<file path="config.mk">
export PLATFORM = sky130hd
export DESIGN_NAME = iomem_router
export DESIGN_NICKNAME = d
export VERILOG_FILES = /design/src/rtl/iomem_router.sv
export SDC_FILE = /design/constraint.sdc
export NUM_CORES = 1
export LEC_CHECK = 0
export CAP_MARGIN = 10
export CORE_MARGIN = 1.5
export CORE_UTILIZATION = 39
export DETAILED_ROUTE_END_ITERATION = 6
export GPL_TIMING_DRIVEN = 0
export MAX_ROUTING_LAYER = met4
export PLACE_DENSITY = 0.83
export SLEW_MARGIN = 20
export SYNTH_ARGS = -nofsm -noshare
export SYNTH_HDL_FRONTEND = slang
export SYNTH_SLANG_ARGS = --single-unit
</file>
<file path="constraint.sdc">
create_clock -name clk -period 2.55 [get_ports clk]
set_input_delay 0.3825 -clock clk [delete_from_list [all_inputs] [get_ports clk]]
set_output_delay 0.3825 -clock clk [all_outputs]
set_load 0.01 [all_outputs]
</file>
<file path="src/rtl/iomem_router.sv">
// iomem_router: routes a single host iomem transaction to one of four slaves,
// an internal status register, or an unmapped sink. Slave accesses that do
// not complete within TIMEOUT cycles are force-completed with all-ones data
// and logged in the status register.
module iomem_router #(
  parameter int unsigned TIMEOUT = 255
) (
  input  logic         clk,
  input  logic         resetn,
  input  logic         iomem_valid,
  input  logic [3:0]   iomem_wstrb,
  input  logic [31:0]  iomem_addr,
  input  logic [31:0]  iomem_wdata,
  output logic         iomem_ready,
  output logic [31:0]  iomem_rdata,
  output logic [3:0]   s_valid,
  output logic [23:0]  s_addr,
  output logic [3:0]   s_wstrb,
  output logic [31:0]  s_wdata,
  input  logic [3:0]   s_ready,
  input  logic [127:0] s_rdata
);

  typedef enum logic [1:0] {IDLE, ACTIVE, RESP} state_t;

  localparam logic [15:0] TO_LAST = 16'(TIMEOUT - 1);

  state_t      state;
  logic [1:0]  sel;
  logic [15:0] cnt;
  logic [15:0] to_cnt;
  logic        unm_sticky;
  logic        to_sticky;
  logic [1:0]  to_idx;

  logic [7:0]  region;
  logic        is_slave;
  logic        is_status;
  logic [1:0]  dec_sel;
  logic [31:0] status_word;
  logic [31:0] sel_rdata;
  logic        sel_ready;

  assign s_addr  = iomem_addr[23:0];
  assign s_wstrb = iomem_wstrb;
  assign s_wdata = iomem_wdata;
  assign region  = iomem_addr[31:24];

  // Region decode, selected-slave response mux and status word assembly.
  always_comb begin
    is_slave    = (region >= 8'h03) && (region <= 8'h06);
    is_status   = (region == 8'h07);
    // Regions 0x03..0x06 map to 0..3: low two bits plus one, modulo 4.
    dec_sel     = region[1:0] + 2'd1;
    sel_rdata   = s_rdata[{sel, 5'b00000} +: 32];
    sel_ready   = s_ready[sel];
    status_word = {to_cnt, 8'h00, unm_sticky, to_sticky, 4'h0, to_idx};
  end

  // Transaction FSM with registered host/slave handshake and status logging.
  always_ff @(posedge clk) begin
    if (!resetn) begin
      state       <= IDLE;
      sel         <= '0;
      cnt         <= '0;
      to_cnt      <= '0;
      unm_sticky  <= 1'b0;
      to_sticky   <= 1'b0;
      to_idx      <= '0;
      s_valid     <= '0;
      iomem_ready <= 1'b0;
      iomem_rdata <= '0;
    end else begin
      case (state)
        IDLE: begin
          iomem_ready <= 1'b0;
          if (iomem_valid) begin
            if (is_slave) begin
              sel     <= dec_sel;
              cnt     <= '0;
              s_valid <= 4'b0001 << dec_sel;
              state   <= ACTIVE;
            end else if (is_status) begin
              if (iomem_wstrb != 4'h0) begin
                if (iomem_wstrb[0] && iomem_wdata[0]) begin
                  to_cnt     <= '0;
                  unm_sticky <= 1'b0;
                  to_sticky  <= 1'b0;
                  to_idx     <= '0;
                end
                iomem_rdata <= '0;
              end else begin
                iomem_rdata <= status_word;
              end
              iomem_ready <= 1'b1;
              state       <= RESP;
            end else begin
              iomem_rdata <= '0;
              unm_sticky  <= 1'b1;
              iomem_ready <= 1'b1;
              state       <= RESP;
            end
          end
        end
        ACTIVE: begin
          // A slave answer in the expiry cycle takes priority over the timeout.
          if (sel_ready) begin
            iomem_rdata <= sel_rdata;
            s_valid     <= '0;
            iomem_ready <= 1'b1;
            state       <= RESP;
          end else if (cnt == TO_LAST) begin
            iomem_rdata <= '1;
            s_valid     <= '0;
            iomem_ready <= 1'b1;
            state       <= RESP;
            to_sticky   <= 1'b1;
            to_idx      <= sel;
            if (to_cnt != 16'hFFFF) begin
              to_cnt <= to_cnt + 16'd1;
            end
          end else begin
            cnt <= cnt + 16'd1;
          end
        end
        RESP: begin
          iomem_ready <= 1'b0;
          state       <= IDLE;
        end
        default: begin
          state <= IDLE;
        end
      endcase
    end
  end

endmodule

</file>
==> impl_results.md, run 1 <==
* RSZ-0062 raised after global routing: no
* TritonRoute pass-1 iters at 7
* Die Y at 117 µm
* H-Tree Depth at 3
* Core area at 12,700 µm²
* Initial drt markers at 329
* RePlAce Congestion at 0.940
* Peak VDD IR at 0.000326 V
* Commonest non-fill, non-tap cell in the layout: clkdlybuf4s50_1
* Worst r2r dst: iomem_rdata[4]
* Async set-reset flop share out of synthesis at 0%
* Cell Rows at 41
* Xor/xnor share of the synthesized area at 2.58%
* Number of synthesized flops with an enable pin at 0
* DRC at 0
* Leak pwr at 0.00291 µW
* CTS tree: yes
* Tcrit/Tclk final at 95.7%
* Routed WL at 17,300 µm
* Hold Violations, Final at 0
* GRT overflow at 0
* PortBufs at 243
* Compound-Gate Fraction of Synth Area at 13.6%
* WS Path Type: reg -> reg
* Vias/cell at 5.39
* Pwr Density at 395 nW/µm²
* CP startpoint kind: register
* Clock Path Buffers at 2
* Initial antenna violation count at 1
* Synth warn at 0
* CP Cell Sequence: buf_2, clkbuf_1, buf_1, mux4_2, o211ai_1, a21oi_1
* Outcome: finished, final reports clean
* Worst Setup Slack, final at 0.109 ns
* Post-Synth Simple-Gate Area at 21.8%
* Commonest cells after routing, fill and taps aside: 241 x clkdlybuf4s50_1, 77 x a21oi_1, 77 x dfxtp_1, 68 x buf_4, 58 x nand2_1
* Mapped Cells at 589
* Share of layout cells above drive strength 1 at 17.6%
* CP Max Fanout at 10
* Worst skew pair latency at 0.34 ns
* Detailed placer's ending HPWL at 13,400 µm
* Placement Setup Slack at -0.606 ns
* Final setup violation count at 0
* CTS sink count at 77
* Multiplexer share of the synthesized area at 15.4%
* Synth Register Bits at 77
* Total Nets Final at 1,064
* CTS Buf Count at 9
* Area added between synthesis and finish at 60.8%
* Syn avg cell area at 8.64 µm²
* Vias at 5,534
* Final Critical Period at 2.44 ns
* Yosys cell types at 49
* Routed len/inst at 16.9 µm
* Die width at 117 µm
* Number of global-route vias before repair at 5,351
* FMAX at 410 MHz
* Slew margin rel. at 55.5%
* WP data arrival at 2.63 ns
* Worst Hold Path Cells at 2
* Reg clk slew, reported paths at 0.06 ns
* Worst Hold Endpoint: sel[0]
* # Max-Cap Violations at 0
* Sequential-to-total area share from yosys stat at 30.3%
* CP Data Required Time at 2.74 ns
* Setup Skew at 0.00731 ns
* Post-Syn Area at 5090 µm²
* Post-Syn Nets at 804
* Max stage delay cell, worst path: buf_1
* Final ANT Viol Nets at 0
* Largest net degree at the start of global routing at 14
* Slowest stage delay, CP at 0.53 ns
* R2r setup slk at 0.11 ns
* Global-route wire length before repair at 26,000 µm
* FF-to-FF path depth at 6
* IO Count at 300
* Pin slew with the least headroom to its limit at 0.668 ns
* Initial Util at 40.2%
* Worst min path class: in -> reg
* CP Capture Type: register
* Hold_buf cts at 0
* Hold path startpoint: iomem_addr[24]
* Prevailing post-synth register cell: dfxtp_1
* GRT Total Usage at 25.0%
* Post-Synth Adder-Cell Area at 2.95%
* Fin util at 64.6%
* R2r startpoint: sel[1]
* Main combinational cell family by area after synthesis: simple AND/OR/NAND/NOR gates
* Root Driver: clkbuf_16
* Die ar. at 13,700 µm²
* Final slew viol count at 0
==> metal layers <==
| layer | GRT usage, % | wire (µm) | vias up | share of wire (%) |
|---|---|---|---|---|
| li1 | - | - | 2581 | - |
| met1 | 29.7 | 6650 | 2625 | 38 |
| met2 | 41.1 | 8560 | 286 | 49 |
| met3 | 6.33 | 1670 | 42 | 9.6 |
| met4 | 9.08 | 471 | 0 | 2.7 |
| met5 | - | 0 | - | 0 |
==> kinds of logic after synthesis <==
logic type,count (synthesis)
xor gates and xnor gates,15
and+or+nand+nor,217
DFF,77
AOI/OAI and AO/OA,120
buffers and inverters,110
muxes,38
adders and majority gates,12
==> per-stage QoR <==
stage	cell area (µm²)	cells	hold slack [ns]	power (µW)	setup TNS [ns]
after floorplan	5090	589	0.432	1480	0
after global placement	7730	1004	0.438	1850	-29.73
after detailed placement	7730	1004	0.444	1860	-31.21
after CTS	8110	1023	0.423	3240	0
after global routing	8180	1027	0.464	3330	0
final	8180	1027	0.413	3230	0
==> sequential cells by signal, indices dropped and copies added (netlist names) <==
register,count
iomem_rdata,32
unm_sticky,1
sel,2
to_sticky,1
s_valid,4
cnt,16
to_cnt,16
iomem_ready,1
state,2
to_idx,2
==> area by class of cell <==
cell class / count / area, µm²
antenna: 1 / 2.50
buffer: 99 / 649
clock buffer: 11 / 243
clock inverter: 5 / 83.8
fill: 1050 / 4490
inverter: 9 / 33.8
multi-input combinational: 402 / 2920
sequential: 77 / 1540
tap: 172 / 215
timing repair buffer: 251 / 2500
==> synthesized netlist by cell type, types with 3 or more instances <==
cell type / instances / area share (%)
a21oi_1: 78 / 7.7
dfxtp_1: 77 / 30
buf_4: 60 / 8.9
nand2_1: 59 / 4.4
nor2_1: 44 / 3.2
mux4_2: 32 / 14
clkbuf_1: 30 / 2.2
or3_1: 29 / 3.6
nand3_1: 20 / 2.0
nand4_1: 16 / 2.0
o21ai_0: 13 / 1.3
xor2_1: 13 / 2.2
ha_1: 12 / 3.0
o211ai_1: 12 / 1.8
and3_1: 11 / 1.4
inv_1: 9 / 0.66
buf_2: 7 / 0.69
nor3_1: 7 / 0.69
and4_1: 5 / 0.86
mux2i_1: 5 / 0.98
nand3b_1: 5 / 0.74
buf_6: 4 / 0.89
nor2b_1: 4 / 0.49
or4_1: 4 / 0.59
nand2b_1: 3 / 0.37
o31ai_1: 3 / 0.44
==> worst max-delay path by stage <==
stage,start,end,cells after the start
after floorplan,iomem_addr[24],iomem_rdata[0],10
after global placement,iomem_addr[24],iomem_rdata[4],11
after detailed placement,iomem_addr[24],iomem_rdata[4],11
after CTS,iomem_addr[25],iomem_rdata[13],10
after global routing,sel[1],iomem_rdata[4],6
final,sel[1],iomem_rdata[4],6
==> power by group <==
part           leakage (µW)  total, µW  internal, µW  switching, µW
logic               0.00214        631           419            212
registers          0.000621       1210          1210           4.52
clock network      0.000152       1390           885            505
total               0.00291       3230          2510            721
==> timing repair <==
action                     CTS  global route
hold endpoints to repair     0             0
setup endpoints to repair   56            66
buffers inserted             4             4
pin swaps                    2             1
resized for setup            5            27
==> critical path: cells and delay by family (launching register included) <==
family                 cells  cell delay [ns]
buffers and inverters      3             1.28
multiplexers               1             0.39
AO/OA/AOI/OAI              2             0.32
flip-flops                 1             0.30
Note: power is estimated with default switching activity, not from simulation.
==> run 2: changes to the inputs <==
--- a/config.mk
+++ b/config.mk
@@ -5,6 +5,7 @@
 export SDC_FILE = /design/constraint.sdc
 export NUM_CORES = 1
 export LEC_CHECK = 0
+export ABC_CLOCK_PERIOD_IN_PS = 2550
 export CAP_MARGIN = 10
 export CORE_MARGIN = 1.5
 export CORE_UTILIZATION = 39
==> results of run 2 <==
No change in the layout: final DEF, timing and power equal those of run 1.
